--- config.mk ---
export PLATFORM = sky130hd
export DESIGN_NAME = int_ctrl
export DESIGN_NICKNAME = d
export VERILOG_FILES = /design/src/rtl/int_ctrl_pkg.sv /design/src/rtl/int_sync.sv /design/src/rtl/int_ctrl.sv
export SDC_FILE = /design/constraint.sdc
export NUM_CORES = 1
export LEC_CHECK = 0
export BUFFER_PORTS_ARGS = -buffer_cell sky130_fd_sc_hd__buf_2
export CORE_ASPECT_RATIO = 0.9
export CORE_MARGIN = 4
export CORE_UTILIZATION = 45
export DETAILED_ROUTE_END_ITERATION = 7
export HOLD_SLACK_MARGIN = 0.15
export PLACE_DENSITY = 0.75
export REMOVE_ABC_BUFFERS = 1
export SLEW_MARGIN = 30
export SYNTH_ARGS = -nofsm -noshare
export SYNTH_HDL_FRONTEND = slang
export SYNTH_SLANG_ARGS = --single-unit
--- constraint.sdc ---
create_clock -name clk -period 1.67 [get_ports clk]
set_input_delay 0.501 -clock clk [delete_from_list [all_inputs] [get_ports clk]]
set_output_delay 0.501 -clock clk [all_outputs]
set_load 0.02 [all_outputs]
--- src/rtl/int_ctrl_pkg.sv ---
// Shared definitions for the interrupt source controller: code width,
// register map indices (addr_i[3:2]) and the one-hot FSM encoding.
package int_ctrl_pkg;

   localparam int               INT_BUS  = 8;
   localparam logic [INT_BUS-1:0] INT_NONE = '0;

   localparam logic [1:0] REG_ENABLE  = 2'd0;
   localparam logic [1:0] REG_PENDING = 2'd1;
   localparam logic [1:0] REG_TRIGGER = 2'd2;
   localparam logic [1:0] REG_ACTIVE  = 2'd3;

   typedef enum logic [2:0] {
      ST_IDLE = 3'b001,
      ST_REQ  = 3'b010,
      ST_SVC  = 3'b100
   } state_e;

endpackage

--- src/rtl/int_sync.sv ---
// Per-source synchroniser: STAGES-deep flop chain plus a one-cycle-delayed
// copy of the synchronised level for rising-edge detection.
module int_sync #(
   parameter int STAGES = 2
) (
   input  logic clk,
   input  logic rst,
   input  logic d_i,
   output logic sync_o,
   output logic prev_o
);

   logic [STAGES-1:0] chain_q, chain_d;
   logic              prev_q,  prev_d;

   always_comb begin
      chain_d = {chain_q[STAGES-2:0], d_i};
      prev_d  = chain_q[STAGES-1];
   end

   // NOTE: nonblocking assignments make every stage capture its neighbour's
   // pre-edge value, so the chain shifts by exactly one stage per clock.
   always_ff @(posedge clk or negedge rst) begin
      if (!rst) begin
         chain_q <= '0;
         prev_q  <= 1'b0;
      end else begin
         chain_q <= chain_d;
         prev_q  <= prev_d;
      end
   end

   assign sync_o = chain_q[STAGES-1];
   assign prev_o = prev_q;

endmodule

--- src/rtl/int_ctrl.sv ---
// Interrupt source controller: synchronises requests, tracks edge/level pending
// state, masks by ENABLE and presents a fixed-priority code held until ack.
module int_ctrl
   import int_ctrl_pkg::*;
#(
   parameter int NUM_SRC     = 8,
   parameter int SYNC_STAGES = 2
) (
   input  logic                clk,
   input  logic                rst,
   input  logic [NUM_SRC-1:0]  irq_i,
   input  logic                we_i,
   input  logic [31:0]         addr_i,
   input  logic [31:0]         data_i,
   output logic [31:0]         data_o,
   input  logic                int_ack_i,
   input  logic                int_done_i,
   output logic [INT_BUS-1:0]  int_flag_o
);

   localparam int IDX_W = (NUM_SRC > 1) ? $clog2(NUM_SRC) : 1;

   function automatic logic [IDX_W-1:0] prio_enc(input logic [NUM_SRC-1:0] v);
      prio_enc = '0;
      for (int i = NUM_SRC - 1; i >= 0; i--) begin
         if (v[i]) prio_enc = IDX_W'(i);
      end
   endfunction

   state_e               state_q,     state_d;
   logic [IDX_W-1:0]     winner_q,    winner_d;
   logic [INT_BUS-1:0]   flag_q,      flag_d;
   logic [INT_BUS-1:0]   active_q,    active_d;
   logic [NUM_SRC-1:0]   enable_q,    enable_d;
   logic [NUM_SRC-1:0]   trigger_q,   trigger_d;
   logic [NUM_SRC-1:0]   edge_pend_q, edge_pend_d;

   logic [NUM_SRC-1:0]   sync_lvl, sync_prev, pending, eligible, ack_clr;
   logic [IDX_W-1:0]     win_idx;
   logic                 wr_enable, wr_pending, wr_trigger;
   logic                 unused_bits;

   for (genvar g = 0; g < NUM_SRC; g++) begin : g_sync
      int_sync #(.STAGES(SYNC_STAGES)) u_sync (
         .clk    (clk),
         .rst    (rst),
         .d_i    (irq_i[g]),
         .sync_o (sync_lvl[g]),
         .prev_o (sync_prev[g])
      );
   end

   assign wr_enable  = we_i && (addr_i[3:2] == REG_ENABLE);
   assign wr_pending = we_i && (addr_i[3:2] == REG_PENDING);
   assign wr_trigger = we_i && (addr_i[3:2] == REG_TRIGGER);
   assign unused_bits = ^{addr_i[31:4], addr_i[1:0], data_i};

   // Level sources bypass the pending flops and report the synchronised input.
   assign pending  = (trigger_q & edge_pend_q) | (~trigger_q & sync_lvl);
   assign eligible = pending & enable_q;
   assign win_idx  = prio_enc(eligible);

   always_comb begin
      enable_d  = wr_enable  ? data_i[NUM_SRC-1:0] : enable_q;
      trigger_d = wr_trigger ? data_i[NUM_SRC-1:0] : trigger_q;
      // A fresh edge beats W1C/ack clears; a trigger-type change clears unconditionally.
      edge_pend_d = ((sync_lvl & ~sync_prev & trigger_q)
                     | (edge_pend_q & ~ack_clr
                        & ~(wr_pending ? data_i[NUM_SRC-1:0] & trigger_q : '0)))
                    & ~(wr_trigger ? data_i[NUM_SRC-1:0] ^ trigger_q : '0);
   end

   // NOTE: every output of this block is given a default first, so no path
   // leaves a variable unassigned and no latch is inferred.
   always_comb begin
      state_d  = state_q;
      winner_d = winner_q;
      flag_d   = flag_q;
      active_d = active_q;
      ack_clr  = '0;
      case (state_q)
         ST_IDLE: begin
            active_d = INT_NONE;
            if (|eligible) begin
               state_d  = ST_REQ;
               winner_d = win_idx;
               flag_d   = INT_BUS'(win_idx) + INT_BUS'(1);
               active_d = INT_BUS'(win_idx) + INT_BUS'(1);
            end
         end
         ST_REQ: begin
            if (int_ack_i) begin
               state_d           = ST_SVC;
               flag_d            = INT_NONE;
               ack_clr[winner_q] = 1'b1;
            end else if (!enable_d[winner_q]) begin
               state_d  = ST_IDLE;
               flag_d   = INT_NONE;
               active_d = INT_NONE;
            end
         end
         ST_SVC: begin
            flag_d = INT_NONE;
            if (int_done_i) begin
               state_d  = ST_IDLE;
               active_d = INT_NONE;
            end
         end
         default: begin
            state_d  = ST_IDLE;
            flag_d   = INT_NONE;
            active_d = INT_NONE;
         end
      endcase
   end

   always_ff @(posedge clk or negedge rst) begin
      if (!rst) begin
         state_q     <= ST_IDLE;
         winner_q    <= '0;
         flag_q      <= INT_NONE;
         active_q    <= INT_NONE;
         enable_q    <= '0;
         trigger_q   <= '0;
         edge_pend_q <= '0;
      end else begin
         state_q     <= state_d;
         winner_q    <= winner_d;
         flag_q      <= flag_d;
         active_q    <= active_d;
         enable_q    <= enable_d;
         trigger_q   <= trigger_d;
         edge_pend_q <= edge_pend_d;
      end
   end

   always_comb begin
      data_o = '0;
      case (addr_i[3:2])
         REG_ENABLE:  data_o[NUM_SRC-1:0] = enable_q;
         REG_PENDING: data_o[NUM_SRC-1:0] = pending;
         REG_TRIGGER: data_o[NUM_SRC-1:0] = trigger_q;
         default:     data_o[INT_BUS-1:0] = active_q;
      endcase
   end

   assign int_flag_o = flag_q;

endmodule
# [Yosys cells after proc, flatten, opt, wreduce, memory -nomap -nowiden]
# Cells that the tools add are included.
[word_totals] ff_bits=70 in_bits=77 out_inout_bits=40 word_cells=94
[op_classes] addsub=1 magnitude_cmp=2 eq_ne=10 mux=31 bitwise_logic=17 reduce_logical=10
[ops] op="two-way mux 8 bit" count=10
[ops] op="bitwise AND 8 bit" count=9
[ops] op="one-hot mux 8 bit (3 select lines)" count=2
[ops] op="NOT 8 bit" count=5
[ops] op="two-way mux 3 bit" count=12
[ops] op="bitwise OR 8 bit" count=2
[ops] op="one-hot mux 8 bit (2 select lines)" count=1
[ops] op="one-hot mux 3 bit (3 select lines)" count=1
[ops] op="!= test 2 bit, second input constant" count=4
[ops] op="OR reduction 8 bit" count=1
[ops] op="bitwise XOR 8 bit" count=1
[ops] op="AND reduction 3 bit" count=2
[ops] op="adder 3 x 1 -> 4 bit, second input constant" count=1
[ops] op="logical AND 1 bit" count=4
[ops] op="< comparator 3 x 4 -> 1 bit, second input constant" count=1
[ops] op="two-way mux 4 bit" count=1
[ops] op="AND reduction 2 bit" count=2
[ops] op="binary-select mux 1 bit (select 3 bit)" count=1
[ops] op="demux 1 bit (select 3 bit)" count=1
[ops] op="== test 3 x 1 -> 1 bit, second input constant" count=1
[ops] op="== test 3 x 2 -> 1 bit, second input constant" count=1
[ops] op="== test 3 bit, second input constant" count=1
[ops] op=">= comparator 3 x 1 -> 1 bit, second input constant" count=1
[ops] op="!= test 3 bit, second input constant" count=1
[ops] op="other kinds (4)" count=5

# [Logic depth before layout (Yosys ltp)]
# Gate-level depths: netlist of the first run.
[logic_depth] depth_word=15 depth_mapped=7 depth_no_buf=5

# [Modules after synthesis]
# From an unflattened synthesis of the first run, not the netlist that was laid out.
[unflattened] cells_unflattened=287 area_unflattened_um2=3253.1
[modules_own_cells] module="int_ctrl" instances=1 cells_each=263 area_per_inst_um2=2652.5 seq_area_each_um2=952.2
[modules_own_cells] module="int_sync" instances=8 cells_each=3 area_per_inst_um2=75.1 seq_area_each_um2=75.1

# [Least setup slack after synthesis of the first run]
# Ideal clock, no wire load.
[synth_timing] kind="input to register" startpoint="input port addr_i[2]" endpoint="register active_q[2]" setup_ns=0.128 t_arrival_ns=1.931 required_time_ns=1.542 path_slack_ns=-0.390 stages=5 n_path_buf=0 cell_sequence="nor3b_4 > mux4_2 > o211a_4 > a31oi_4 > o211ai_2"
[synth_via] elab_chain_len=7
[synth_lines] element="start: declaration" line="int_ctrl.sv:13" text="input logic [31:0] addr_i,"
[synth_lines] element="zero test 2 bit" line="int_ctrl.sv:53" text="assign wr_enable = we_i && (addr_i[3:2] == REG_ENABLE);"
[synth_lines] element="logical AND 1 bit" line="int_ctrl.sv:53"
[synth_lines] element="two-way mux 8 bit" line="int_ctrl.sv:64" text="enable_d = wr_enable ? data_i[NUM_SRC-1:0] : enable_q;"
[synth_lines] element="binary-select mux 1 bit (select 3 bit)" line="int_ctrl.sv:96" text="end else if (!enable_d[winner_q]) begin"
[synth_lines] element="two-way mux 1 bit (not written as such)" line="int_ctrl.sv:96"
[synth_lines] element="!= test 2 bit (no line)"
[synth_lines] element="AND reduction 3 bit (no line)"
[synth_lines] element="end signal: assignment" line="int_ctrl.sv:130" text="active_q <= active_d;"
[synth_lines] element="end: declaration" line="int_ctrl.sv:33" text="logic [INT_BUS-1:0] active_q, active_d;"
# Every way passes these cells. The select of a mux whose other input is x is not followed.
# A chain may end at the register's enable or synchronous reset.

# [Final worst setup path of the first run]
[layout_timing] startpoint="register trigger_q[3]" endpoint="output port data_o[3]"
[layout_via] elab_chain_len=4 elab_cells_between_ends=5 classes_between="mux (1); bitwise (4)"
[layout_lines] element="start: declaration" line="int_ctrl.sv:35" text="logic [NUM_SRC-1:0] trigger_q, trigger_d;"
[layout_lines] element="start signal: assignment" line="int_ctrl.sv:132" text="trigger_q <= trigger_d;"
[layout_lines] element="NOT 8 bit" line="int_ctrl.sv:59" text="assign pending = (trigger_q & edge_pend_q) | (~trigger_q & sync_lvl);"
[layout_lines] element="bitwise AND 8 bit" line="int_ctrl.sv:59"
[layout_lines] element="bitwise OR 8 bit" line="int_ctrl.sv:59"
[layout_lines] element="one-hot mux 8 bit (3 select lines) (*)" line="int_ctrl.sv:139" text="case (addr_i[3:2])"
[layout_lines] element="end: declaration" line="int_ctrl.sv:15" text="output logic [31:0] data_o,"
# Every way passes the cells marked *; elsewhere a longest branch is shown, timed or not.

==> run summary, run 1 <==
- **Area Overhead vs Synth** 40.8%
- **overflow left after global routing** 0
- **crit path launch** trigger_q[3]$_DFFE_PN0P_
- **clock input transition at the sequential cells of the worst setup and hold paths** 0.07 ns
- **width of the chip** 98.4 um
- **Async SR Flop Fraction** 100%
- **wire length of the first global-routing pass** 14,400 um
- **RSZ-0062 raised after global routing** yes
- **Worst R2R Path Depth** 7
- **Site Rows** 29
- **failing checks** setup timing
- **fraction of final layout cells with drive strength greater than 1** 46.0%
- **total setup violations reported at the end of the flow** 21
- **Sum Neg Setup Slack** -5.57 ns
- **vias in the first global route** 2,854
- **Port-buffer cells** 34
- **Worst Path Arrival** 1.72 ns
- **DRC violations left** 0
- **GRT Total Usage** 21.6%
- **Nets** 502
- **maximum level of the CTS H-tree** 3
- **type of the setup path with the least slack** flop to output port
- **worst setup timing slack at the placement stage** -0.601 ns
- **Crit. End Element** output port
- **Floorplan Core Area** 7110 sq um
- **maximum VDD drop** 613 uV
- **Detailed Route WL** 9280 um
- **Pwr per Cell Area** 1380 nW/um^2
- **Synth warnings** 0
- **boundary pin count** 117
- **clock tree from TritonCTS** yes
- **Num CTS Buffers** 9
- **starting utilization of the core area** 46.5%
- **Die Area** 8790 sq um
- **Routed wire per std cell** 18.0 um
- **number of antenna violations at the first check in global routing** 0
- **total of flip-flops plus latches after synthesis** 62
- **part of the Yosys area used for sequential elements** 47.0%
- **worst hold path class** input port to flop
- **R2R Setup Slk** -0.32 ns
- **final critical-path setup slack** -0.546 ns
- **type of element launching the critical path** flop
- **count of clock tree sinks** 62
- **root buffer cell** sky130_fd_sc_hd__clkbuf_8
- **number of enable-type register cells in the synthesized netlist** 0
- **die boundary height** 89.3 um
- **highest clock rate** 0.451 GHz
- **cell area after technology mapping** 3310 sq um
- **Worst Skew** 0.00683 ns
- **time the final worst path needs with I/O delays and setup** 2.22 ns
- **DPL Wire Length** 6280 um
- **count of unique library cells instantiated by Yosys** 55
- **gate count after technology mapping** 298
- **residual antenna-violating net count after detailed routing** 0
- **final clock period utilization by the worst path** 133%
- **Avg Inst Size Synth** 11.1 sq um
- **Setup crit end** data_o[3]
- **final estimated routing congestion in global placement** 1.05
- **number of max-slew violations in the final report** 0
- **antenna cells** 0
- **end-of-flow core utilization** 65.5%
- **via total after detailed routing** 2,869
- **required time of the worst setup path** 1.17 ns
- **Critical R2R Capture** int_flag_o[0]$_DFFE_PN0P_
- **flip-flop cell with the highest count after synthesis** sky130_fd_sc_hd__dfrtp_1
- **number of iterations in the first detailed-routing pass** 5
- **worst reg2reg startpoint** trigger_q[2]$_DFFE_PN0P_
- **Worst-Skew Late Latency** 0.35 ns
- **Critical Path Fanout Max** 2
- **worst hold path depth** 1
- **pin count of the biggest net entering global routing** 63
- **Static Leakage** 2.19 nW
- **DRC marker count from the first detailed-route iteration** 228
- **count of final hold-check violations** 0
- **number of maximum-capacitance violations** 0
- **deepest clock path buffer count** 2
- **final total power** 0.00644 W
- **result of the run** finished with violations
- **vias per cell** 5.57
-- placed cells by master (no fill, tap or decap), types with 3 or more instances in the layout --
cell type / n
sky130_fd_sc_hd__buf_4: 68
sky130_fd_sc_hd__dfrtp_1: 61
sky130_fd_sc_hd__nand2_1: 40
sky130_fd_sc_hd__conb_1: 28
sky130_fd_sc_hd__buf_2: 25
sky130_fd_sc_hd__buf_6: 18
sky130_fd_sc_hd__clkbuf_8: 12
sky130_fd_sc_hd__nand3b_1: 9
sky130_fd_sc_hd__a22oi_1: 9
sky130_fd_sc_hd__mux2_2: 8
sky130_fd_sc_hd__nand4_1: 8
sky130_fd_sc_hd__ha_1: 8
sky130_fd_sc_hd__inv_1: 7
sky130_fd_sc_hd__mux2_4: 7
sky130_fd_sc_hd__mux4_2: 7
sky130_fd_sc_hd__o211ai_1: 7
sky130_fd_sc_hd__and2_1: 6
sky130_fd_sc_hd__nand3_1: 6
sky130_fd_sc_hd__nor2b_4: 4
sky130_fd_sc_hd__nor2_1: 4
sky130_fd_sc_hd__a22oi_2: 4
sky130_fd_sc_hd__nand3_2: 4
sky130_fd_sc_hd__o21ai_0: 3
sky130_fd_sc_hd__a21oi_2: 3
sky130_fd_sc_hd__nand2b_1: 3
sky130_fd_sc_hd__mux2i_1: 3
sky130_fd_sc_hd__o21ai_1: 3
sky130_fd_sc_hd__a21oi_1: 3
sky130_fd_sc_hd__buf_12: 3
-- cell families (layout without fill, tap and decap cells) --
| family | count (synthesis) | in the layout | share of synthesized area, % |
|---|---|---|---|
| fa+ha+maj | 8 | 8 | 3.03 |
| other cells | 1 | 28 | 0.113 |
| buf+inv | 46 | 143 | 8.74 |
| mux | 26 | 26 | 11.4 |
| compound gates | 55 | 55 | 13.5 |
| simple gates | 100 | 100 | 16.3 |
| flops | 62 | 62 | 47.0 |
-- layout make-up --
| class | instances | area (sq um) |
|---|---|---|
| fillers | 548 | 2460 |
| multi-input cells | 217 | 1750 |
| flip-flops and latches | 62 | 1550 |
| repair buffers | 118 | 966 |
| clock buffers | 13 | 169 |
| well taps | 93 | 116 |
| clock inverters | 3 | 65.1 |
| inverters | 9 | 38.8 |
-- stage by stage --
stage / hold WS, ns / cells / instance area [sq um]
2_1_floorplan: 0.205 / 288 / 3150
3_3_place_gp: 0.333 / 483 / 3960
3_5_place_dp: 0.336 / 483 / 3960
4_1_cts: 0.229 / 508 / 4540
5_1_grt: 0.240 / 515 / 4660
6_report: 0.254 / 515 / 4660
-- state kept, by name (all words and copies together), names as in the netlist --
name                   flops
trigger_q                  8
active_q                   4
winner_q                   3
g_sync.u_sync.prev_o       8
enable_q                   8
int_flag_o                 4
state_q                    3
g_sync.u_sync.chain_q     16
edge_pend_q                8
-- worst min path at each step --
stage                                                from  slack (ns)                                    end
finish                                           irq_i[5]        0.25  g_sync[5].u_sync.chain_q[0]$_DFF_PN0_
global route                                     irq_i[5]        0.24  g_sync[5].u_sync.chain_q[0]$_DFF_PN0_
CTS                                              irq_i[5]        0.23  g_sync[5].u_sync.chain_q[0]$_DFF_PN0_
detailed placement  g_sync[6].u_sync.chain_q[0]$_DFF_PN0_        0.34  g_sync[6].u_sync.chain_q[1]$_DFF_PN0_
global placement    g_sync[5].u_sync.chain_q[0]$_DFF_PN0_        0.33  g_sync[5].u_sync.chain_q[1]$_DFF_PN0_
floorplan                                             rst        0.21                active_q[0]$_DFFE_PN0P_
-- critical path, cell delays in order (launching register included) --
cell and delay (ns):
sky130_fd_sc_hd__dfrtp_1 0.40, sky130_fd_sc_hd__mux2_4 0.31, sky130_fd_sc_hd__mux4_2 0.50, sky130_fd_sc_hd__buf_6 0.16
-- repair_timing --
item	in CTS	in global routing
pin swaps	21	14
setup buffers	7	8
hold buffers	1	0
setup endpoints to repair	20	21
gates cloned	1	0
hold endpoints to repair	12	0
resized for setup	69	16
-- synthesized netlist by cell type, types with 5 or more instances --
cell type	number	area share [%]
sky130_fd_sc_hd__dfrtp_1	61	46
sky130_fd_sc_hd__mux4_2	6	4.1
sky130_fd_sc_hd__buf_4	28	6.4
sky130_fd_sc_hd__o211ai_1	7	1.6
sky130_fd_sc_hd__a22oi_1	11	2.5
sky130_fd_sc_hd__nand4_1	8	1.5
sky130_fd_sc_hd__a21oi_1	6	0.91
sky130_fd_sc_hd__clkbuf_1	5	0.57
sky130_fd_sc_hd__mux2_2	12	4.1
sky130_fd_sc_hd__inv_1	9	1.0
sky130_fd_sc_hd__and2_1	8	1.5
sky130_fd_sc_hd__ha_1	8	3.0
sky130_fd_sc_hd__nand3b_1	9	2.0
sky130_fd_sc_hd__nand2_1	42	4.8
sky130_fd_sc_hd__nand3_1	11	1.7
-- where the power goes --
part | internal (W) | switching [W]
registers | 0.00182 | 0.000316
clock network | 0.000961 | 0.000578
logic | 0.00142 | 0.00135
total | 0.00420 | 0.00225
-- routing by layer --
layer,vias up,track usage (%),wire (um)
li1,1280,-,-
met2,136,36.3,4520
met3,34,6.32,693
met1,1419,26.4,3770
met4,0,8.68,292
met5,-,0,0
No activity file was read; power rests on OpenSTA's default activity.
==> run 2, diff against run 1 <==
Settings changed: CORE_UTILIZATION 45 to 54, PLACE_DENSITY 0.75 to 0.85.
Clock period 1.67 ns to 2.76 ns, I/O delays scaled along.
==> run 2 against run 1 <==
Effect of this change: the flow now finishes without violations; total power is 51% lower; hold slack improved by 0.093 ns; final area decreased by 21%; largest power group is now registers; highest routed layer unchanged.
==> run summary, run 2 (synthesis gave the netlist of run 1 again) <==
- **post-route insts no fill** 418, was 515
- **clock input transition at the sequential cells of the worst setup and hold paths** 0.06 ns, was 0.07 ns
- **RSZ-0062 raised after global routing** no, was yes
- **share of power burned in the clock network** 25.1%, was 23.9%
- **final design instance area without fill** 3690 sq um, was 4660 sq um
- **Worst Skew** 0.00584 ns, was 0.00683 ns
- **final estimated routing congestion in global placement** 0.897, was 1.05
- **crit path buf inv count** 2, was 1
- **Crit. End Element** output port, unchanged
- **internal power summed over all cells** 0.00202 W, was 0.00420 W
- **Sw Pwr** 0.00112 W, was 0.00225 W
- **Placed Instances** 401, was 483
- **Worst-Skew Late Latency** 0.34 ns, was 0.35 ns
- **maximum VDD drop** 366 uV, was 613 uV
- **Area Overhead vs Synth** 11.7%, was 40.8%
- **die boundary height** 82.2 um, was 89.3 um
- **total setup violations reported at the end of the flow** 0, was 21
- **register share of total power** 41.7%, was 33.2%
- **Static Leakage** 1.71 nW, was 2.19 nW
- **GRT Total Usage** 20.5%, was 21.6%
- **Most Frequent Cell on Critical Path** sky130_fd_sc_hd__buf_2
- **Pwr per Cell Area** 850 nW/um^2, was 1380 nW/um^2
- **Worst R2R Path Depth** 5, was 7
- **critical path's largest stage delay** 0.55 ns, was 0.50 ns
- **Detailed Route WL** 6950 um, was 9280 um
- **Floorplan Core Area** 5820 sq um, was 7110 sq um
- **Nets** 428, was 502
- **vias in the first global route** 2,363, was 2,854
- **boundary pin count** 117, unchanged
- **Critical R2R Capture** winner_q[0]$_DFFE_PN0P_, was int_flag_o[0]$_DFFE_PN0P_
- **Port-buffer cells** 34, unchanged
- **type of the setup path with the least slack** input port to output port, was flop to output port
- **fraction of final layout cells with drive strength greater than 1** 26.4%, was 46.0%
- **highest clock rate** 0.378 GHz
- **deepest clock path buffer count** 2, unchanged
- **Num CTS Buffers** 9, unchanged
- **starting utilization of the core area** 56.8%, was 46.5%
- **DRC marker count from the first detailed-route iteration** 192, was 228
- **worst hold path depth** 0, was 1
- **Site Rows** 26, was 29
- **worst hold path startpoint** g_sync[7].u_sync.chain_q[0]$_DFF_PN0_, was irq_i[5]
- **Worst Path Arrival** 1.81 ns, was 1.72 ns
- **overflow left after global routing** 0, unchanged
- **Routed wire per std cell** 16.6 um, was 18.0 um
- **number of iterations in the first detailed-routing pass** 4, was 5
- **minimum hold slack** 0.347 ns, was 0.254 ns
- **Tightest Pin Transition** 0.752 ns
- **library cell contributing the largest single delay on the critical path** sky130_fd_sc_hd__mux4_2, unchanged
- **Sum Neg Setup Slack** 0 ns, was -5.57 ns
- **root buffer cell** sky130_fd_sc_hd__clkbuf_8, unchanged
- **Critical Path Fanout Max** 9, was 2
- **number of antenna violations at the first check in global routing** 0, unchanged
- **result of the run** finished clean, was finished with violations
- **maximum level of the CTS H-tree** 3, unchanged
- **DRC violations left** 0, unchanged
- **R2R Setup Slk** 0.64 ns, was -0.32 ns
- **type of element launching the critical path** input port, was flop
- **Slew headroom** 49.9%
- **register containing the most flip-flops in the final layout** g_sync.u_sync.chain_q, unchanged
- **number of max-slew violations in the final report** 0, unchanged
- **clock tree from TritonCTS** yes, unchanged
- **number of maximum-capacitance violations** 0, unchanged
- **count of clock tree sinks** 62, unchanged
- **pin count of the biggest net entering global routing** 63, unchanged
- **count of final hold-check violations** 0, unchanged
- **Die Area** 7440 sq um, was 8790 sq um
- **family with the most delay on the worst path** multiplexers, unchanged
- **via total after detailed routing** 2,421, was 2,869
- **wire length of the first global-routing pass** 11,800 um, was 14,400 um
- **commonest non-fill, non-tap cell in the layout** sky130_fd_sc_hd__dfrtp_1, was sky130_fd_sc_hd__buf_4
- **worst hold path class** flop to flop, was input port to flop
- **final total power** 0.00314 W, was 0.00644 W
- **width of the chip** 90.5 um, was 98.4 um
- **final clock period utilization by the worst path** 95.7%
- **residual antenna-violating net count after detailed routing** 0, unchanged
- **required time of the worst setup path** 1.93 ns, was 1.17 ns
- **worst reg2reg startpoint** trigger_q[6]$_DFFE_PN0P_, was trigger_q[2]$_DFFE_PN0P_
- **vias per cell** 5.79, was 5.57
- **antenna cells** 0, unchanged
- **critical path cell sequence** buf_2, mux4_2, buf_2, was mux2_4, mux4_2, buf_6
- **combinational share of power** 33.1%, was 43.0%
- **time the final worst path needs with I/O delays and setup** 2.64 ns
- **DPL Wire Length** 5240 um, was 6280 um
- **highest-count cells in the layout ignoring fill and taps** sky130_fd_sc_hd__dfrtp_1 (61), sky130_fd_sc_hd__nand2_1 (42), sky130_fd_sc_hd__buf_2 (34), sky130_fd_sc_hd__conb_1 (28), sky130_fd_sc_hd__mux2_2 (12), was sky130_fd_sc_hd__buf_4 (68), sky130_fd_sc_hd__dfrtp_1 (61), sky130_fd_sc_hd__nand2_1 (40), sky130_fd_sc_hd__conb_1 (28), sky130_fd_sc_hd__buf_2 (25)
- **flip-flop count of the largest register, all copies and words added** 16, unchanged
- **Placed Instance Area** 3480 sq um, was 3960 sq um
- **WHS Endpoint** g_sync[7].u_sync.chain_q[1]$_DFF_PN0_, was g_sync[5].u_sync.chain_q[0]$_DFF_PN0_
- **Net Sw Frac** 35.7%, was 34.8%
[run 2: cell count changes in the layout (fill, tap and decap cells not counted), sizes merged]
| cell | previous run | this run |
|---|---|---|
| buf | 117 | 44 |
| clkinv | 1 | 3 |
| bufinv | 2 | 1 |
| clkbuf | 13 | 12 |
| dlygate4sd3 | 1 | 0 |
[run 2: layer usage]
metal	wire [um]	share of wire (%)	track usage (%)
met4	96	1.4	6.73
met5	0	0	0
met1	3030	44	26.2
met2	3320	48	33.8
met3	504	7.3	6.43
[run 2: final cells by class]
type / count / area [sq um]
clock inverter: 4 / 45.0
multi-input combinational: 217 / 1570
tap: 70 / 87.6
timing repair buffer: 44 / 245
clock buffer: 12 / 155
sequential: 62 / 1550
inverter: 9 / 33.8
fill: 460 / 2130
[run 2: power groups by stage]
| stage | sequential [W] | combinational [W] | clock, W |
|---|---|---|---|
| after detailed placement | 0.00132 | 0.00103 | 0 |
| after global routing | 0.00134 | 0.00114 | 0.000856 |
| after floorplan | 0.00128 | 0.000733 | 0 |
| final | 0.00131 | 0.00104 | 0.000789 |
| after global placement | 0.00131 | 0.000991 | 0 |
| after CTS | 0.00131 | 0.00103 | 0.000814 |
[run 2: worst max path at each step]
| stage | startpoint | endpoint | slack (ns) | cells past startpoint |
|---|---|---|---|---|
| global route | trigger_q[2]$_DFFE_PN0P_ | data_o[2] | 0.05 | 3 |
| global placement | addr_i[3] | active_q[3]$_DFFE_PN0P_ | 0.001 | 7 |
| floorplan | addr_i[2] | active_q[2]$_DFFE_PN0P_ | 0.14 | 5 |
| CTS | trigger_q[3]$_DFFE_PN0P_ | data_o[3] | 0.03 | 3 |
| detailed placement | addr_i[3] | active_q[2]$_DFFE_PN0P_ | -0.04 | 7 |
| finish | addr_i[3] | data_o[2] | 0.12 | 3 |
[run 2: metrics by stage]
| step | utilization, % | worst slack, ns |
|---|---|---|
| after floorplan | - | 0.136 |
| after global placement | 59.7 | 0.00125 |
| after detailed placement | 59.7 | -0.0425 |
| after CTS | 63.2 | 0.0315 |
| after global routing | 63.4 | 0.0535 |
| final | 63.4 | 0.118 |
[run 2: what timing repair did]
item / CTS / global route
hold endpoints to repair: 0 / 0
setup buffers: 0 / 1
pin swaps: 0 / 0
setup endpoints to repair: 2 / 2
resized for setup: 1 / 1
hold buffers: 0 / 0
==> run 3, diff against run 2 <==
Settings changed: CTS_CLUSTER_DIAMETER set to 200, PLACE_DENSITY 0.85 to 0.83.
==> run 3 against run 2 <==
Effect of this change: cell count grew 0.24%; critical path depth grew 4; first-iteration DRC count grew 18%; die area is the same; non-clock buffer count grew 2; flip-flop and latch count is the same; via count shrank 0.33%; largest cell class unchanged; total power shrank 2.6%; combinational power is essentially flat.
==> run summary, run 3 (synthesis gave the netlist of run 1 again) <==
- **antenna cells** 0, unchanged
- **final design instance area without fill** 3690 sq um, about the same
- **pin count of the biggest net entering global routing** 39, was 63
- **Sum Neg Setup Slack** 0 ns, unchanged
- **Resized cells post-CTS** 0, was 1
- **minimum hold slack** 0.343 ns, was 0.347 ns
- **root buffer cell** sky130_fd_sc_hd__clkbuf_8, unchanged
- **type of element launching the critical path** input port, unchanged
- **die boundary height** 82.2 um, unchanged
- **count of clock tree sinks** 62, unchanged
- **total setup violations reported at the end of the flow** 0, unchanged
- **final estimated routing congestion in global placement** 0.888, was 0.897
- **time the final worst path needs with I/O delays and setup** 2.67 ns, was 2.64 ns
- **Worst Skew** 0.00687 ns, was 0.00584 ns
- **Critical R2R Capture** winner_q[0]$_DFFE_PN0P_, unchanged
- **RSZ-0062 raised after global routing** no, unchanged
- **Static Leakage** 1.70 nW, was 1.71 nW
- **clock tree from TritonCTS** yes, unchanged
- **Slew headroom** 61.2%, was 49.9%
- **vias in the first global route** 2,452, was 2,363
- **Num CTS Buffers** 9, unchanged
- **worst hold path startpoint** g_sync[0].u_sync.chain_q[0]$_DFF_PN0_, was g_sync[7].u_sync.chain_q[0]$_DFF_PN0_
- **number of antenna violations at the first check in global routing** 0, unchanged
- **DRC violations left** 0, unchanged
- **Worst R2R Path Depth** 5, unchanged
- **number of setup buffers added after CTS** 0, unchanged
- **residual antenna-violating net count after detailed routing** 0, unchanged
- **hold-fix buffer count after cts** 0, unchanged
- **register containing the most flip-flops in the final layout** g_sync.u_sync.chain_q, unchanged
- **critical path cell sequence** buf_2, buf_4, nor2b_1, buf_4, a21oi_1, o22ai_1, buf_2, was buf_2, mux4_2, buf_2
- **number of iterations in the first detailed-routing pass** 4, unchanged
- **Port-buffer cells** 34, unchanged
- **maximum VDD drop** 393 uV, was 366 uV
- **Nets** 430, was 428
- **via total after detailed routing** 2,413, was 2,421
- **worst hold path class** flop to flop, unchanged
- **family with the most delay on the worst path** buffers and inverters, was multiplexers
- **maximum level of the CTS H-tree** 3, unchanged
- **library cell contributing the largest single delay on the critical path** sky130_fd_sc_hd__buf_2, was sky130_fd_sc_hd__mux4_2
- **Die Area** 7440 sq um, unchanged
- **WHS Endpoint** g_sync[0].u_sync.chain_q[1]$_DFF_PN0_, was g_sync[7].u_sync.chain_q[1]$_DFF_PN0_
- **type of the setup path with the least slack** input port to output port, unchanged
- **width of the chip** 90.5 um, unchanged
- **Crit. End Element** output port, unchanged
- **Worst Path Arrival** 1.84 ns, was 1.81 ns
- **Tightest Pin Transition** 0.582 ns, was 0.752 ns
- **result of the run** finished clean, unchanged
- **R2R Setup Slk** 0.67 ns, was 0.64 ns
- **Worst-Skew Late Latency** 0.34 ns, about the same
- **highest-count cells in the layout ignoring fill and taps** sky130_fd_sc_hd__dfrtp_1 (60), sky130_fd_sc_hd__nand2_1 (42), sky130_fd_sc_hd__buf_2 (34), sky130_fd_sc_hd__conb_1 (28), was sky130_fd_sc_hd__dfrtp_1 (61), sky130_fd_sc_hd__nand2_1 (42), sky130_fd_sc_hd__buf_2 (34), sky130_fd_sc_hd__conb_1 (28), sky130_fd_sc_hd__mux2_2 (12)
- **clock input transition at the sequential cells of the worst setup and hold paths** 0.07 ns, was 0.06 ns
- **Routed wire per std cell** 17.1 um, was 16.6 um
- **vias per cell** 5.76, was 5.79
- **count of final hold-check violations** 0, unchanged
- **Floorplan Core Area** 5820 sq um, unchanged
- **DRC marker count from the first detailed-route iteration** 227, was 192
- **final total power** 0.00306 W, was 0.00314 W
- **required time of the worst setup path** 1.93 ns, about the same
- **crit path buf inv count** 4, was 2
- **commonest non-fill, non-tap cell in the layout** sky130_fd_sc_hd__dfrtp_1, unchanged
- **highest clock rate** 0.374 GHz, was 0.378 GHz
- **Area Overhead vs Synth** 11.7%, about the same
- **DPL Wire Length** 5370 um, was 5240 um
- **Placed Instance Area** 3510 sq um, was 3480 sq um
- **worst hold path depth** 0, unchanged
- **Detailed Route WL** 7150 um, was 6950 um
- **critical path's largest stage delay** 0.18 ns, was 0.55 ns
- **wire length of the first global-routing pass** 12,200 um, was 11,800 um
- **fraction of final layout cells with drive strength greater than 1** 26.9%, was 26.4%
- **Pwr per Cell Area** 828 nW/um^2, was 850 nW/um^2
- **final clock period utilization by the worst path** 96.8%, was 95.7%
- **number of maximum-capacitance violations** 0, unchanged
- **boundary pin count** 117, unchanged
- **GRT Total Usage** 21.0%, was 20.5%
- **Site Rows** 26, unchanged
- **Critical Path Fanout Max** 7, was 9
- **overflow left after global routing** 0, unchanged
- **deepest clock path buffer count** 2, unchanged
- **starting utilization of the core area** 56.8%, unchanged
- **number of max-slew violations in the final report** 0, unchanged
- **worst reg2reg startpoint** trigger_q[6]$_DFFE_PN0P_, unchanged
- **flip-flop count of the largest register, all copies and words added** 16, unchanged
-- run 3: area by class of cell --
class / instances / area [sq um]
repair buffers: 46 / 273
flip-flops and latches: 62 / 1550
clock inverters: 4 / 22.5
clock buffers: 11 / 151
well taps: 70 / 87.6
fillers: 490 / 2130
multi-input cells: 217 / 1570
inverters: 9 / 33.8
-- run 3: metrics by stage --
step,worst slack (ns),instances,util (%)
floorplan,0.136,288,-
global placement,0.0438,404,60.3
detailed placement,0.0211,404,60.3
CTS,0.0248,419,63.3
global route,0.00534,419,63.4
finish,0.0893,419,63.4
-- run 3: worst register-to-register path: cells and delay by family (launching register included) --
kind	cells	cell delay (ns)
compound gates	1	0.39
mux	2	0.73
simple gates	2	0.42
flops	1	0.43
-- run 3: how the worst max path moves through the flow --
stage | slack, ns | cells past startpoint | end | from
2_1_floorplan | 0.14 | 5 | active_q[2]$_DFFE_PN0P_ | addr_i[2]
3_3_place_gp | 0.04 | 7 | active_q[2]$_DFFE_PN0P_ | addr_i[3]
3_5_place_dp | 0.02 | 7 | active_q[2]$_DFFE_PN0P_ | addr_i[3]
4_1_cts | 0.02 | 3 | data_o[3] | trigger_q[3]$_DFFE_PN0P_
5_1_grt | 0.005 | 6 | data_o[5] | addr_i[2]
6_report | 0.09 | 7 | data_o[5] | addr_i[2]
-- run 3: report_power, final --
part	switching, W	internal [W]
clock network	0.000337	0.000364
logic	0.000579	0.000458
registers	0.000215	0.00110
-- run 3: layer usage --
layer	routed length [um]	up-vias	GRT usage [%]	share of wire, %
li1	-	1123	-	-
met2	3410	85	34.7	48
met3	476	8	6.43	6.7
met4	78	0	6.73	1.1
met1	3190	1197	26.9	45
met5	0	-	0	0
